**src/rtl/sqrt_iter_ctrl_if.sv**
```systemverilog
// Shared magnitude comparator port of the iterative square-root controller.
// The controller is the master; the comparator (or its arbiter) is the slave.
interface sqrt_iter_ctrl_if #(
    parameter int C = 10
);
    logic         cmp_req_o;
    logic         cmp_gnt_i;
    logic [C-1:0] cmp_a_o;
    logic [C-1:0] cmp_b_o;
    logic [1:0]   cmp_res_i;

    modport master (
        output cmp_req_o,
        output cmp_a_o,
        output cmp_b_o,
        input  cmp_gnt_i,
        input  cmp_res_i
    );

    modport slave (
        input  cmp_req_o,
        input  cmp_a_o,
        input  cmp_b_o,
        output cmp_gnt_i,
        output cmp_res_i
    );
endinterface

```
**src/rtl/sqrt_iter_ctrl.sv**
```systemverilog
// Restoring digit-by-digit integer square root, two radicand bits per step,
// sequencing one arbitrated comparator per iteration.
module sqrt_iter_ctrl #(
    parameter int N = 16
) (
    input  logic             clk_i,
    input  logic             rst_n_i,
    input  logic             start_i,
    input  logic [N-1:0]     radicand_i,
    output logic             busy_o,
    output logic             done_o,
    output logic [N/2-1:0]   root_o,
    output logic [N/2:0]     remainder_o,
    sqrt_iter_ctrl_if.master cmp
);
    localparam int R  = N / 2;
    localparam int C  = R + 2;
    localparam int CW = (R > 1) ? $clog2(R) : 1;

    typedef enum logic [1:0] {
        IDLE,
        CMP,
        UPD,
        DONE
    } state_t;

    state_t        state;
    state_t        state_nxt;
    logic [N-1:0]  rad;
    logic [R:0]    rem;
    logic [R-1:0]  root;
    logic [CW-1:0] cnt;
    logic          ge;

    logic [C-1:0]  acc;
    logic [C-1:0]  trial;
    logic [R:0]    rem_nxt;
    logic [R-1:0]  root_nxt;
    logic          unused_rem_msb;

    // Mid-run remainder never exceeds 2*root < 2^R, so its MSB is
    // only ever set after the last iteration.
    assign acc            = {rem[R-1:0], rad[N-1:N-2]};
    assign trial          = {root, 2'b01};
    assign unused_rem_msb = rem[R];

    assign rem_nxt  = ge ? (acc[R:0] - trial[R:0]) : acc[R:0];
    assign root_nxt = {root[R-2:0], ge};

    always_comb begin
        state_nxt = state;
        unique case (state)
            IDLE: if (start_i) state_nxt = CMP;
            CMP:  if (cmp.cmp_gnt_i) state_nxt = UPD;
            UPD:  state_nxt = (cnt == '0) ? DONE : CMP;
            DONE: state_nxt = IDLE;
            default: state_nxt = IDLE;
        endcase
    end

    assign busy_o        = (state == CMP) || (state == UPD);
    assign done_o        = (state == DONE);
    assign cmp.cmp_req_o = (state == CMP);
    assign cmp.cmp_a_o   = (state == CMP) ? acc : '0;
    assign cmp.cmp_b_o   = (state == CMP) ? trial : '0;

    always_ff @(posedge clk_i or negedge rst_n_i) begin
        if (!rst_n_i) begin
            state       <= IDLE;
            rad         <= '0;
            rem         <= '0;
            root        <= '0;
            cnt         <= '0;
            ge          <= 1'b0;
            root_o      <= '0;
            remainder_o <= '0;
        end else begin
            state <= state_nxt;
            unique case (state)
                IDLE: begin
                    if (start_i) begin
                        rad  <= radicand_i;
                        rem  <= '0;
                        root <= '0;
                        cnt  <= CW'(R - 1);
                    end
                end
                CMP: begin
                    if (cmp.cmp_gnt_i) begin
                        ge <= (cmp.cmp_res_i == 2'b01) ||
                              (cmp.cmp_res_i == 2'b00);
                    end
                end
                UPD: begin
                    rem  <= rem_nxt;
                    root <= root_nxt;
                    rad  <= {rad[N-3:0], 2'b00};
                    if (cnt == '0) begin
                        root_o      <= root_nxt;
                        remainder_o <= rem_nxt;
                    end else begin
                        cnt <= cnt - 1'b1;
                    end
                end
                default: ;
            endcase
        end
    end
endmodule

```
**src/flat_wrapper.sv**
```systemverilog
// flat-port wrapper written by rule: the top's interface ports become plain ports
module sqrt_iter_ctrl_flat 
#(
    parameter int N = 16
)
  (clk_i, rst_n_i, start_i, radicand_i, busy_o, done_o, root_o, remainder_o, cmp_cmp_req_o, cmp_cmp_a_o, cmp_cmp_b_o, cmp_cmp_gnt_i, cmp_cmp_res_i);
  sqrt_iter_ctrl_if #(.C((10))) cmp_i ();
  input  logic clk_i;
  input  logic rst_n_i;
  input  logic start_i;
  input  logic [N-1:0] radicand_i;
  output logic busy_o;
  output logic done_o;
  output logic [N/2-1:0] root_o;
  output logic [N/2:0] remainder_o;
  output wire logic [$bits(cmp_i.cmp_req_o)-1:0] cmp_cmp_req_o;
  output wire logic [$bits(cmp_i.cmp_a_o)-1:0] cmp_cmp_a_o;
  output wire logic [$bits(cmp_i.cmp_b_o)-1:0] cmp_cmp_b_o;
  input wire logic [$bits(cmp_i.cmp_gnt_i)-1:0] cmp_cmp_gnt_i;
  input wire logic [$bits(cmp_i.cmp_res_i)-1:0] cmp_cmp_res_i;
  assign cmp_cmp_req_o = cmp_i.cmp_req_o;
  assign cmp_cmp_a_o = cmp_i.cmp_a_o;
  assign cmp_cmp_b_o = cmp_i.cmp_b_o;
  assign cmp_i.cmp_gnt_i = cmp_cmp_gnt_i;
  assign cmp_i.cmp_res_i = cmp_cmp_res_i;
  sqrt_iter_ctrl #(.N(N)) u_core (.clk_i(clk_i), .rst_n_i(rst_n_i), .start_i(start_i), .radicand_i(radicand_i), .busy_o(busy_o), .done_o(done_o), .root_o(root_o), .remainder_o(remainder_o), .cmp(cmp_i));
endmodule
```
**config.mk**
```make
export PLATFORM = sky130hd
export DESIGN_NAME = sqrt_iter_ctrl_flat
export DESIGN_NICKNAME = d
export VERILOG_FILES = /design/src/rtl/sqrt_iter_ctrl_if.sv /design/src/rtl/sqrt_iter_ctrl.sv /design/src/flat_wrapper.sv
export SDC_FILE = /design/constraint.sdc
export NUM_CORES = 1
export LEC_CHECK = 0
export ABC_AREA = 1
export CAP_MARGIN = 20
export CORE_UTILIZATION = 40
export DETAILED_ROUTE_END_ITERATION = 6
export PLACE_DENSITY_LB_ADDON = 0.2
export SLEW_MARGIN = 20
export SYNTH_ARGS = -nofsm -noshare
export SYNTH_HDL_FRONTEND = slang
export SYNTH_SLANG_ARGS = --single-unit
```
**constraint.sdc**
```tcl
create_clock -name clk_i -period 3.25 [get_ports clk_i]
set_input_delay 0.325 -clock clk_i [delete_from_list [all_inputs] [get_ports clk_i]]
set_output_delay 0.325 -clock clk_i [all_outputs]
set_load 0.01 [all_outputs]
```
# Word-level counts from Yosys, hierarchy flattened
# Index checks and enable logic that the tools add are counted.
# W data, S select, Z words.
[totals] inputBits=22 elab_cells=44 latchBits=0 ramBits=0 mem_count=0 rom_bits=0 ff_bits=55 out_inout_bits=40
[op_classes] muxes=16 div_mod_pow=0 shifts=0 multipliers=0 bitwise_logic=0 eq_ne=7 order_cmp=0 n_reduce_logical=11 addsub=2
[op_table] cell="$pmux W16 S2" n=1
[op_table] cell="$pmux W8 S2" n=2
[op_table] cell="$mux W10" n=2
[op_table] cell="$mux W16" n=1
[op_table] cell="$mux W8" n=2
[op_table] cell="$mux W9" n=1
[op_table] cell="$sub A9 B9 Y9" n=1
[op_table] cell="$pmux W2 S4" n=1
[op_table] cell="$reduce_and A2 Y1" n=4
[op_table] cell="$mux W2" n=3
[op_table] cell="$mux W3" n=2
[op_table] cell="$pmux W3 S2" n=1
[op_table] cell="$eq A2 B1 Y1 const B" n=2
[op_table] cell="$eq A2 B2 Y1 const B" n=2
[op_table] cell="$logic_not A2 Y1" n=2
[op_table] cell="$ne A2 B2 Y1 const B" n=2
[op_table] cell="$logic_not A3 Y1" n=1
[op_table] cell="$reduce_and A3 Y1" n=1
[op_table] cell="$sub A3 B1 Y3 const B" n=1
[op_table] cell="$logic_or A1 B1 Y1" n=2
[op_table] cell="$ne A2 B1 Y1 const B" n=1
[op_table] cell="$reduce_bool A2 Y1" n=1

# Depth between registers and ports, before layout
[depth] word_depth=3 depth_mapped=11 ltp_nobuf=11

# Worst setup path after synthesis
# No wires, ideal clock.
[synth_path] kind="register to output" from="register u_core.state[1]" to="output cmp_cmp_a_o[0]" t_required_ns=2.925 path_stages_with_launch=6 arrival_ns=1.192 slack_ns=1.733 path_cell_list="dfrtp_1 -> inv_1 -> ha_1 -> clkbuf_1 -> nand2_1 -> inv_1"
[synth_via] elab_chain_cells=2
[synth_rtl] element="start: declaration" line="sqrt_iter_ctrl.sv:27" text="state_t state;"
[synth_rtl] element="start signal: assignment" line="sqrt_iter_ctrl.sv:78" text="state <= state_nxt;"
[synth_rtl] element="$eq A2 B1 Y1"
[synth_rtl] element="net cmp_cmp_req_o" line="flat_wrapper.sv:16" text="output wire logic [$bits(cmp_i.cmp_req_o)-1:0] cmp_cmp_req_o;"
[synth_rtl] element="$mux W10" line="sqrt_iter_ctrl.sv:64" text="assign cmp.cmp_a_o = (state == CMP) ? acc : '0;"
[synth_rtl] element="end: declaration" line="flat_wrapper.sv:17" text="output wire logic [$bits(cmp_i.cmp_a_o)-1:0] cmp_cmp_a_o;"
# The timed path passes the listed nets, and every way through them passes these cells.

# Worst setup path in the final report
[layout_path] from="register u_core.state[1]" to="output cmp_cmp_a_o[7]"
[layout_via] elab_chain_cells=2
[layout_rtl] element="$eq A2 B1 Y1" line="sqrt_iter_ctrl.sv:64"
[layout_rtl] element="$mux W10" line="sqrt_iter_ctrl.sv:64"
# No other way between the ends.

==> run summary <==
Crit Path Max Fanout - 14
Syn avg cell area - 7.99 µm²
XOR/XNOR Fraction of Synth Area - 0.0147
# H-tree levels - 2
Fin Setup TNS - 0 ns
Setup crit start kind - register
Crit path buf inv count - 4
First-pass GRT wire length - 10.6 mm
Clk pwr share - 0.109
Slew headroom - 0.534
Clock Pin Slew Worst Setup and Hold Paths - 0.10 ns
Root buf cell - clkbuf_8
Synth Instances - 374
Largest net degree at the start of global routing - 42
Worst path top cell family by delay - buffers and inverters
Area Growth Syn to Fin - 24.0%
Min Tclk post-route - 2.52 ns
Die Footprint - 7820 µm²
Max VDD drop - 0.412 mV
Vias per inst - 4.66
Psw - 1.58 mW
Synth Area in Simple Gates - 0.206
Clock buffer depth - 2
Routed WL - 6.19 mm
Total CTS buffers - 5
Cell Area, Synth - 2990 µm²
Residual DRC count - 0
Antenna Nets Post-Route - 0
Hold Path Class - in2async
IO buf count - 59
Synth Register Bits - 55
Share of post-route cells with drive strength above 1 - 0.0769
Area share of fa/ha/maj cells after synthesis - 0.0544
GR Util All Layers - 0.174
Sw frac - 0.452
Share of power burned in registers - 0.322
Syn nets - 409
Rows - 31
Clk_skew - 0.00508 ns
Comb pwr share - 0.569
TritonCTS clock tree - yes
Required time of the critical path - 2.92 ns
DP HPWL - 4.47 mm
Hold Vio Cnt, Final - 0
Crit Path Class - reg2out
Wire length per cell - 11.7 µm
Cts hold-fix bufs - 0
CP Cell Sequence - inv_1, ha_1, buf_4, nand2_1, inv_1, clkdlybuf4s50_1
Inst Count DP - 520
Starting Density - 0.412
CP max stage cell - clkdlybuf4s50_1
LEAKAGE - 1.92 nW
Antenna Cells - 0
Final net count - 463
Pwr Total - 3.49 mW
Most used cell, CP - inv_1
Sequential area share after synthesis - 0.460
Crit share post-route - 0.776
Resized Gates After CTS - 0
R2R setup slack - 1.13 ns
Initial antenna violation count - 0
Die height - 88.4 µm
Fmax - 396 MHz
Clk Latency, worst-skew pair - 0.31 ns
Final setup viols - 0
Largest family of logic cells by synthesized area - simple AND/OR/NAND/NOR gates
Max-slew violation count - 0
Postcts setup bufs - 0
Vias post-DR - 2461
Commonest non-fill, non-tap cells in the layout - nand2_1 (111), inv_1 (65), clkdlybuf4s50_1 (58), dfrtp_1 (55), nand3_1 (21)
Post-synthesis mux area share - 0
CP peak stage delay - 0.52 ns
P per Cell Area - 943 nW/µm²
Worst slew pin tran - 0.699 ns
Commonest non-fill, non-tap cell in the layout - nand2_1
Worst path arrival time - 2.20 ns
Core ar. - 7250 µm²
Initial DRC count - 157
Final Wtd Congestion - 0.912
Kind of end point of the critical path - output port
Status - completed
Vias in the first global route - 2328
RSZ-0062 raised after global routing - false
Yosys Warn Count - 0
Grt total ovfl - 0
Cell variety after synth - 30
Internal power - 1.92 mW
Die W - 88.4 µm
Io pins - 62
Synth Area in Compound Gates - 0.140
Final cell count without fillers - 528
Max-cap check violation count - 0
CTS Sinks - 55
First drt pass iteration count - 4
## synth_stat cells, drive strengths merged
cell / count / share of area
nand2: 111 / 0.14
inv: 69 / 0.087
dfrtp: 55 / 0.46
o21ai: 31 / 0.059
nand3: 21 / 0.035
nor2: 17 / 0.024
ha: 13 / 0.054
buf: 12 / 0.031
a31oi: 9 / 0.019
o22ai: 9 / 0.021
o211ai: 7 / 0.029
a21oi: 5 / 0.0084
clkbuf: 4 / 0.0050
xor2: 4 / 0.012
or2: 2 / 0.0042
a22o: 1 / 0.0029
conb: 1 / 0.0013
nand4: 1 / 0.0021
nor3: 1 / 0.0017
xnor2: 1 / 0.0029
## final cells by class
type | count | area (µm²)
fill | 739 | 3550
sequential | 55 | 1380
clock buffer | 6 | 72.6
timing repair buffer | 63 | 616
multi-input combinational | 234 | 1240
inverter | 69 | 262
clock inverter | 2 | 12.5
tap | 99 | 124
## stage by stage
step / hold slack (ns) / setup WS (ns) / utilization / cell area, µm²
2_1_floorplan: 0.0294 / 1.73 / - / 2990
3_3_place_gp: 0.415 / 1.09 / 0.499 / 3620
3_5_place_dp: 0.415 / 1.04 / 0.499 / 3620
4_1_cts: 0.0678 / 0.681 / 0.511 / 3710
5_1_grt: 0.101 / 0.552 / 0.511 / 3710
6_report: 0.0518 / 0.727 / 0.511 / 3710
## worst paths after layout
path                             startpoint               end  cells after the start
max                         u_core.state[1]    cmp_cmp_a_o[7]                      6
min                                 rst_n_i  u_core.root_o[3]                      1
max reg2reg                 u_core.state[0]     u_core.cnt[0]                      8
min reg2reg                u_core.root_o[2]  u_core.root_o[2]                      2
max in group asynchronous           rst_n_i     u_core.cnt[1]                      2
min in group clk_i         u_core.root_o[2]  u_core.root_o[2]                      2
## cell families after synthesis
kind of cell    Yosys count
simple gates            153
buf+inv                  85
compound gates           62
flops                    55
fa+ha+maj                13
xor+xnor                  5
other cells               1
## power groups by stage
| stage | sequential [mW] | clock, mW | combinational (mW) |
|---|---|---|---|
| 3_3_place_gp | 1.14 | 0 | 1.96 |
| 5_1_grt | 1.16 | 0.418 | 2.28 |
| 3_5_place_dp | 1.14 | 0 | 2.00 |
| 6_report | 1.13 | 0.380 | 1.99 |
| 4_1_cts | 1.13 | 0.395 | 2.01 |
| 2_1_floorplan | 1.12 | 0 | 1.49 |
## layer usage
metal,part of all wire,up-vias,global-route usage
li1,-,1265,-
met1,0.46,1138,0.218
met2,0.49,53,0.308
met3,0.039,5,0.0354
met4,0.0097,0,0.0396
met5,0,-,0
## state kept, by name (all words and copies together) (netlist names)
| name | count |
|---|---|
| u_core.root | 8 |
| u_core.cnt | 3 |
| u_core.state | 2 |
| u_core.rad | 16 |
| u_core.ge | 1 |
| u_core.rem | 8 |
| u_core.remainder_o | 9 |
| u_core.root_o | 8 |
(Power assumes the default switching activity.)
